--- config.mk ---
export PLATFORM = sky130hd
export DESIGN_NAME = fetch_decode_stage_flat
export DESIGN_NICKNAME = d
export VERILOG_FILES = /design/src/rtl/fetch_decode_stage_if.sv /design/src/rtl/fetch_decode_stage.sv /design/src/flat_wrapper.sv
export SDC_FILE = /design/constraint.sdc
export NUM_CORES = 1
export LEC_CHECK = 0
export ABC_AREA = 1
export CAP_MARGIN = 10
export CORE_ASPECT_RATIO = 0.7
export CORE_MARGIN = 3
export CORE_UTILIZATION = 40
export CTS_BUF_LIST = sky130_fd_sc_hd__clkbuf_8
export DETAILED_ROUTE_END_ITERATION = 8
export GPL_ROUTABILITY_DRIVEN = 1
export PLACE_DENSITY = 0.78
export REMOVE_ABC_BUFFERS = 1
export SYNTH_ARGS = -nofsm -noshare
export SYNTH_HDL_FRONTEND = slang
export SYNTH_SLANG_ARGS = --single-unit
--- constraint.sdc ---
create_clock -name clock -period 1.45 [get_ports clock]
set_input_delay 0.145 -clock clock [delete_from_list [all_inputs] [get_ports clock]]
set_output_delay 0.145 -clock clock [all_outputs]
set_load 0.02 [all_outputs]
--- src/rtl/fetch_decode_stage_if.sv ---
`default_nettype none
// ============================================================================
// Module   : fetch_decode_stage_if
// Brief    : Fetch/decode handshake bundle. The instruction-memory port and the
//            IF/ID outputs are carried here, along with the stall and redirect inputs.
// Revision : 1.0 - initial release
// ============================================================================
interface fetch_decode_stage_if #(
  parameter int XLEN = 64
);
  logic            stall;
  logic            branch_taken;
  logic [XLEN-1:0] branch_target;
  logic [31:0]     imem_rdata;
  logic [XLEN-1:0] imem_addr;
  logic [31:0]     if_id_instr;
  logic [XLEN-1:0] if_id_pc;
  logic            if_id_valid;
  logic            halted;
  logic            fetch_misalign;
  logic [31:0]     fetch_count;
  logic [31:0]     stall_count;
  logic [31:0]     flush_count;

  modport slave (
    input  stall, branch_taken, branch_target, imem_rdata,
    output imem_addr, if_id_instr, if_id_pc, if_id_valid, halted,
           fetch_misalign, fetch_count, stall_count, flush_count
  );

  modport master (
    output stall, branch_taken, branch_target, imem_rdata,
    input  imem_addr, if_id_instr, if_id_pc, if_id_valid, halted,
           fetch_misalign, fetch_count, stall_count, flush_count
  );
endinterface
`default_nettype wire

--- src/rtl/fetch_decode_stage.sv ---
`default_nettype none
// ============================================================================
// Module   : fetch_decode_stage
// Brief    : PC generation and IF/ID register with stall, flush and halt-on-ECALL.
//            Optional performance counters are enabled by IFID_PERF_CNT_EN.
// Revision : 1.0 - initial release
// ============================================================================
module fetch_decode_stage #(
  parameter int              XLEN        = 64,
  parameter logic [XLEN-1:0] RESET_PC    = '0,
  parameter logic [31:0]     NOP_INSTR   = 32'h0000_0013,
  parameter logic [31:0]     ECALL_INSTR = 32'h0000_0073
) (
  input  wire                   clock,
  input  wire                   reset,
  fetch_decode_stage_if.slave   bus
);

  typedef enum logic [0:0] {
    S_RUN  = 1'b0,
    S_HALT = 1'b1
  } state_t;

  state_t          state_q, state_d;
  logic [XLEN-1:0] pc_q, pc_d;
  logic [31:0]     instr_q, instr_d;
  logic [XLEN-1:0] ifpc_q, ifpc_d;
  logic            valid_q, valid_d;
  logic            halted_q, halted_d;
  logic            misalign_q, misalign_d;

  always_ff @(posedge clock) begin
    if (reset) begin
      state_q    <= S_RUN;
      pc_q       <= RESET_PC;
      instr_q    <= NOP_INSTR;
      ifpc_q     <= '0;
      valid_q    <= 1'b0;
      halted_q   <= 1'b0;
      misalign_q <= 1'b0;
    end else begin
      state_q    <= state_d;
      pc_q       <= pc_d;
      instr_q    <= instr_d;
      ifpc_q     <= ifpc_d;
      valid_q    <= valid_d;
      halted_q   <= halted_d;
      misalign_q <= misalign_d;
    end
  end

  always_comb begin
    state_d    = state_q;
    pc_d       = pc_q;
    instr_d    = instr_q;
    ifpc_d     = ifpc_q;
    valid_d    = valid_q;
    halted_d   = halted_q;
    misalign_d = 1'b0;

    if (bus.branch_taken) begin
      pc_d       = {bus.branch_target[XLEN-1:2], 2'b00};
      instr_d    = NOP_INSTR;
      ifpc_d     = '0;
      valid_d    = 1'b0;
      state_d    = S_RUN;
      halted_d   = 1'b0;
      misalign_d = (bus.branch_target[1:0] != 2'b00);
    end else if (state_q == S_HALT) begin
      // halted trails the state by one edge so the ECALL is seen valid first
      instr_d  = NOP_INSTR;
      valid_d  = 1'b0;
      halted_d = 1'b1;
    end else if (!bus.stall) begin
      instr_d = bus.imem_rdata;
      ifpc_d  = pc_q;
      valid_d = 1'b1;
      pc_d    = pc_q + XLEN'(4);
      if (bus.imem_rdata == ECALL_INSTR) begin
        state_d = S_HALT;
      end
    end
  end

  assign bus.imem_addr      = pc_q;
  assign bus.if_id_instr    = instr_q;
  assign bus.if_id_pc       = ifpc_q;
  assign bus.if_id_valid    = valid_q;
  assign bus.halted         = halted_q;
  assign bus.fetch_misalign = misalign_q;

`ifdef IFID_PERF_CNT_EN
  logic [31:0] fetch_cnt_q, fetch_cnt_d;
  logic [31:0] stall_cnt_q, stall_cnt_d;
  logic [31:0] flush_cnt_q, flush_cnt_d;

  always_comb begin
    fetch_cnt_d = fetch_cnt_q;
    stall_cnt_d = stall_cnt_q;
    flush_cnt_d = flush_cnt_q;
    if (bus.branch_taken) begin
      flush_cnt_d = flush_cnt_q + 32'd1;
    end else if (state_q == S_RUN) begin
      if (bus.stall) begin
        stall_cnt_d = stall_cnt_q + 32'd1;
      end else begin
        fetch_cnt_d = fetch_cnt_q + 32'd1;
      end
    end
  end

  always_ff @(posedge clock) begin
    if (reset) begin
      fetch_cnt_q <= '0;
      stall_cnt_q <= '0;
      flush_cnt_q <= '0;
    end else begin
      fetch_cnt_q <= fetch_cnt_d;
      stall_cnt_q <= stall_cnt_d;
      flush_cnt_q <= flush_cnt_d;
    end
  end

  assign bus.fetch_count = fetch_cnt_q;
  assign bus.stall_count = stall_cnt_q;
  assign bus.flush_count = flush_cnt_q;
`else
  assign bus.fetch_count = '0;
  assign bus.stall_count = '0;
  assign bus.flush_count = '0;
`endif

endmodule
`default_nettype wire

--- src/flat_wrapper.sv ---
// flat-port wrapper written by rule: the top's interface ports become plain ports
module fetch_decode_stage_flat 
#(
  parameter int              XLEN        = 64,
  parameter logic [XLEN-1:0] RESET_PC    = '0,
  parameter logic [31:0]     NOP_INSTR   = 32'h0000_0013,
  parameter logic [31:0]     ECALL_INSTR = 32'h0000_0073
)
  (clock, reset, bus_stall, bus_branch_taken, bus_branch_target, bus_imem_rdata, bus_imem_addr, bus_if_id_instr, bus_if_id_pc, bus_if_id_valid, bus_halted, bus_fetch_misalign, bus_fetch_count, bus_stall_count, bus_flush_count);
  fetch_decode_stage_if #(.XLEN(XLEN)) bus_i ();
  input  wire clock;
  input  wire reset;
  input wire logic [$bits(bus_i.stall)-1:0] bus_stall;
  input wire logic [$bits(bus_i.branch_taken)-1:0] bus_branch_taken;
  input wire logic [$bits(bus_i.branch_target)-1:0] bus_branch_target;
  input wire logic [$bits(bus_i.imem_rdata)-1:0] bus_imem_rdata;
  output wire logic [$bits(bus_i.imem_addr)-1:0] bus_imem_addr;
  output wire logic [$bits(bus_i.if_id_instr)-1:0] bus_if_id_instr;
  output wire logic [$bits(bus_i.if_id_pc)-1:0] bus_if_id_pc;
  output wire logic [$bits(bus_i.if_id_valid)-1:0] bus_if_id_valid;
  output wire logic [$bits(bus_i.halted)-1:0] bus_halted;
  output wire logic [$bits(bus_i.fetch_misalign)-1:0] bus_fetch_misalign;
  output wire logic [$bits(bus_i.fetch_count)-1:0] bus_fetch_count;
  output wire logic [$bits(bus_i.stall_count)-1:0] bus_stall_count;
  output wire logic [$bits(bus_i.flush_count)-1:0] bus_flush_count;
  assign bus_i.stall = bus_stall;
  assign bus_i.branch_taken = bus_branch_taken;
  assign bus_i.branch_target = bus_branch_target;
  assign bus_i.imem_rdata = bus_imem_rdata;
  assign bus_imem_addr = bus_i.imem_addr;
  assign bus_if_id_instr = bus_i.if_id_instr;
  assign bus_if_id_pc = bus_i.if_id_pc;
  assign bus_if_id_valid = bus_i.if_id_valid;
  assign bus_halted = bus_i.halted;
  assign bus_fetch_misalign = bus_i.fetch_misalign;
  assign bus_fetch_count = bus_i.fetch_count;
  assign bus_stall_count = bus_i.stall_count;
  assign bus_flush_count = bus_i.flush_count;
  fetch_decode_stage #(.XLEN(XLEN), .RESET_PC(RESET_PC), .NOP_INSTR(NOP_INSTR), .ECALL_INSTR(ECALL_INSTR)) u_core (.clock(clock), .reset(reset), .bus(bus_i));
endmodule
# Word level (Yosys, flattened, before mapping)
# Cells that the tools add are included.
# classes
mux	6
n_reduce_logical	6
eq_ne	3
add_sub_neg	1
bitwise_logic	3
# op_table
operator	n
2-to-1 mux 64 bit	3
adder 64 x 3 -> 64 bit, second input constant	1
equality test 32 x 7 -> 1 bit, second input constant	1
AND reduction 2 bit	2
OR reduction 2 bit	2
2-to-1 mux 1 bit	3
NOT 1 bit	3
OR reduction 3 bit	1
!= test 2 x 1 -> 1 bit, second input constant	1
!= test 2 bit, second input constant	1
nonzero test 2 bit	1
# totals
regBits	164
wordCells	27
in_bits	100
out_inout_bits	259

# Longest topological paths before layout
# Gate-level depths: netlist of the first run.
# depth
word_depth	4
ltp_mapped	11
depth_no_buf	11

# Worst setup path after synthesis of the first run
# Ideal clock, no wire load.
# synth_path
path_type	register -> register
from	register u_core.pc_q[3], in the netlist u_core.bus.imem_addr[3]
to	register u_core.pc_q[26], in the netlist u_core.bus.imem_addr[26]
required_ns	1.322
period_less_slack_ns	1.749
setup_time_ns	0.128
path_stages_with_launch	10
t_arrival_ns	1.621
setup_slack_ns	-0.299
n_path_buf	0
cell_sequence	dfxtp_1 > ha_1 > nand2_2 > nor2_2 > nand2_4 > nor2_4 > nand2_2 > xor2_1 > a21oi_1 > nor2_1
# synth_via
elab_chain_cells	4
# synth_rtl
item	line	text
start: declaration	fetch_decode_stage.sv:25	logic [XLEN-1:0] pc_q, pc_d;
start signal: assignment	fetch_decode_stage.sv:43	pc_q <= pc_d;
adder 64 x 3 -> 64 bit	fetch_decode_stage.sv:78	pc_d = pc_q + XLEN'(4);
2-to-1 mux 64 bit	fetch_decode_stage.sv:74	end else if (!bus.stall) begin
2-to-1 mux 64 bit	fetch_decode_stage.sv:69	end else if (state_q == S_HALT) begin
2-to-1 mux 64 bit	fetch_decode_stage.sv:61	if (bus.branch_taken) begin
# Every way passes these cells. The select of a mux whose other input is x is not followed.
# A chain may end at the register's enable or synchronous reset.

# Worst setup path after layout of the first run
# layout_path
from	register u_core.pc_q[2], in the netlist u_core.bus.imem_addr[2]
to	register u_core.pc_q[22], in the netlist u_core.bus.imem_addr[22]
# The elaborated chain is that of the path after synthesis.

==> results.yml, run 1 <==
sta:
  final_max_slew_viol_count: 0
  min_period_ns: 1.73
  whs_ns: 0.194
  setup_slack_ns: -0.282
  setup-violations-final: 55
  finalClockSkew_ns: 0.0230
  max_freq_ghz: 0.577
  grt_setup_unrepaired: "true"
  period_share_pct: 119
  hold_viol_final: 0
final_layout:
  syn2layout_area_growth_pct: 57.0
  num_antenna_cells: 0
  fillCellCount: 1822
  finish.utilization_pct: 64.9
  multi_input_area_sq_um: 5070
  drive_above_1_share_pct: 27.6
  nets: 1841
  regArea_sq_um: 3280
clock_network:
  clk_pin_slew_worst_paths_ns: 0.10
  clock_sinks: 160
  insertion_delay_ns: 0.47
  cts_max_path_buffers: 2
  htreeDepth: 4
  cts_tree: "built"
  hold_buffers: 0
  cts_root_buf: "clkbuf_8"
  cts_buffers: 17
synthesis:
  synth_warnings: 0
  yosysMostFrequentCell: "nand2_1"
  synthTopCellsByCount: "330 x nand2_1, 160 x dfxtp_1, 160 x nor2_1"
  synth_edf_count: 0
  synth.area.top_cells: "dfxtp_1 37%, nand2_1 14%, buf_4 8.6%"
  yosysTopAreaCell: "dfxtp_1"
  synth_seq_cells: 160
  synth_top_area_share_pct: 36.7
  synth_seq_area_share_pct: 36.7
  ys_types: 38
  async_reset_ff_share_pct: 0
  syn_inst: 1328
  syn_area_per_cell_sq_um: 6.57
  synth_flop_cell: "dfxtp_1"
  syn-cell-area_sq_um: 8720
power:
  p_comb_share_pct: 21.3
  peakVddDrop_v: 0.000537
  p_per_area_nw_per_um2: 775
  p_sw_w: 0.00339
  p_int_w: 0.00722
  p_sw_share_pct: 32.0
  clockPowerShare_pct: 33.8
  total_leakage_power_nw: 6.06
  p_seq_share_pct: 44.9
setup_path:
  critPathMaxFanout: 5
  worstPathRequired_ns: 1.80
  startpoint_type: "flip-flop"
  criticalPathCategory: "reg -> reg"
  critPathArrivalTime_ns: 2.09
  rr_startpoint: "u_core.bus.imem_addr[2]"
  r2r-end: "u_core.bus.imem_addr[22]"
  crit_end: "u_core.bus.imem_addr[22]"
  r2r_cells: 10
  r2r_setup_slack_ns: -0.28
  critPathLaunch: "u_core.bus.imem_addr[2]"
  end_kind: "flip-flop"
detailed_routing:
  wl_per_cell_um: 17.7
  routed_wl_um: 35900
  postRouteAntennaNets: 0
  drt-pass1-iter-count: 5
  drc: 0
  vias: 10200
  routed_via_density: 5.05
  drt_iter0_markers: 919
grt:
  grt_pass1_wl_um: 52900
  antenna_found_initial: 0
  grt_max_degree: 55
  grt_overflow: 0
  grt_usage_pct: 28.3
  grt_pass1_vias: 9462
flow_run:
  maxCapViolCount: 0
run_status:
  status: "finished, violations left"
  violations: "setup timing"
floorplanning:
  die_height_um: 130
  die_w_um: 182
  initial_core_util_pct: 41.3
  die_area_sq_um: 23600
  rows: 44
  fp.coreArea_sq_um: 21100
  ios: 359
hold_path:
  worstHoldPathType: "in -> reg"
placed_design:
  place_congestion: 0.985
  hpwl_um: 26700
  place.port_buffers: 258
[cell type report]
class                      instances  share of cell area (%)
clock buffer                      21                    2.11
tap                              276                    2.52
timing repair buffer             448                    29.7
sequential                       160                    24.0
multi-input combinational        981                    37.0
clock inverter                    10                   0.905
inverter                         132                    3.73
[per-stage QoR]
| step | setup TNS (ns) | power (W) | std cells | cell area, sq um | worst slack (ns) |
|---|---|---|---|---|---|
| final | -10.30 | 0.0106 | 2028 | 13700 | -0.282 |
| after global routing | -14.29 | 0.0110 | 2028 | 13700 | -0.366 |
| after CTS | -7.56 | 0.0105 | 2026 | 13300 | -0.243 |
| after detailed placement | -22.47 | 0.00707 | 1981 | 12400 | -0.325 |
| after global placement | -18.97 | 0.00704 | 1981 | 12400 | -0.391 |
| after floorplan | -156.83 | 0.00580 | 1273 | 8110 | -1.78 |
[placed cells by master, fill, tap and decap left out, types with 8 or more instances in the layout]
master / netlist / routed
nand2_1: 330 / 292
buf_4: 100 / 162
inv_1: 130 / 126
nor2_1: 160 / 115
dfxtp_1: 160 / 112
a21oi_1: 119 / 107
conb_1: 1 / 100
dlygate4sd2_1: 0 / 100
clkdlybuf4s50_1: 0 / 97
o21ai_0: 105 / 96
nand3_1: 60 / 46
dfxtp_2: 0 / 42
clkdlybuf4s15_2: 0 / 39
nor2_2: 9 / 36
nand2_2: 5 / 28
nor2_4: 7 / 25
clkbuf_8: 0 / 21
buf_6: 1 / 19
a31oi_1: 15 / 14
nand2_4: 2 / 13
nand3_2: 1 / 13
a21oi_2: 1 / 13
xor2_1: 16 / 13
o21ai_2: 0 / 11
buf_12: 0 / 10
nand4_1: 9 / 9
o21ai_1: 11 / 9
clkdlybuf4s15_1: 0 / 8
[how the worst min path moves through the flow]
| stage | to | cells past startpoint | startpoint |
|---|---|---|---|
| after floorplan | u_core.bus.imem_addr[38] | 1 | reset |
| after detailed placement | u_core.bus.if_id_instr[17] | 2 | u_core.bus.if_id_instr[17] |
| after global placement | u_core.bus.if_id_instr[29] | 2 | u_core.bus.if_id_instr[29] |
| after global routing | u_core.bus.imem_addr[38] | 3 | reset |
| final | u_core.bus.imem_addr[19] | 3 | reset |
| after CTS | u_core.bus.imem_addr[23] | 3 | reset |
[cell families (layout without fill, tap and decap cells)]
kind of cell / Yosys count / in the layout / synth area share (%)
flops: 160 / 160 / 36.7
xor+xnor: 18 / 18 / 1.81
simple gates: 597 / 597 / 28.5
fa+ha+maj: 1 / 1 / 0.143
buf+inv: 286 / 611 / 16.9
other cells: 1 / 100 / 0.0430
compound gates: 265 / 265 / 15.9
[state kept, by name (all words and copies together) (netlist names)]
| name | count |
|---|---|
| u_core.bus.if_id_pc | 62 |
| u_core.bus.imem_addr | 62 |
| u_core.bus.halted | 1 |
| u_core.bus.fetch_misalign | 1 |
| u_core.bus.if_id_instr | 32 |
| u_core.bus.if_id_valid | 1 |
| u_core.state_q | 1 |
[metal layers]
layer | vias to the layer above | share of wire [%] | GRT usage, %
met5 | - | 0 | 0
met2 | 524 | 44 | 42.2
met3 | 47 | 9.5 | 6.71
li1 | 4868 | - | -
met1 | 4798 | 45 | 41.5
met4 | 0 | 1.5 | 6.58
[timing repair]
| item | in CTS | in global routing |
|---|---|---|
| gates cloned | 0 | 0 |
| setup buffers | 16 | 5 |
| pin swaps | 64 | 53 |
| setup endpoints to repair | 213 | 86 |
| gates resized for setup | 416 | 122 |
[power by group through the flow]
| stage | Sequential (W) | Clock, W | Combinational, W |
|---|---|---|---|
| global placement | 0.00484 | 0 | 0.00220 |
| floorplan | 0.00508 | 0 | 0.000721 |
| CTS | 0.00476 | 0.00361 | 0.00218 |
| finish | 0.00477 | 0.00359 | 0.00226 |
| detailed placement | 0.00484 | 0 | 0.00222 |
| global route | 0.00479 | 0.00377 | 0.00241 |
[worst max-delay path: stages, from the launching register on]
cell,delay (ns)
dfxtp_4,0.38
ha_4,0.15
nand2_4,0.06
nor2_4,0.15
nand2_4,0.11
nor2_4,0.24
nand2_4,0.14
inv_4,0.10
nand2_2,0.06
a31oi_2,0.15
nor2_1,0.06
No activity file was read; power rests on OpenSTA's default activity.
==> run 2: changes to the inputs <==
--- a/config.mk
+++ b/config.mk
@@ -13,6 +13,7 @@
 export CTS_BUF_LIST = sky130_fd_sc_hd__clkbuf_8
 export DETAILED_ROUTE_END_ITERATION = 8
 export GPL_ROUTABILITY_DRIVEN = 1
+export HOLD_SLACK_MARGIN = 0.15
 export PLACE_DENSITY = 0.78
 export REMOVE_ABC_BUFFERS = 1
 export SYNTH_ARGS = -nofsm -noshare
==> results of run 2 <==
Final layout, timing and power as in run 1 (identical DEF).
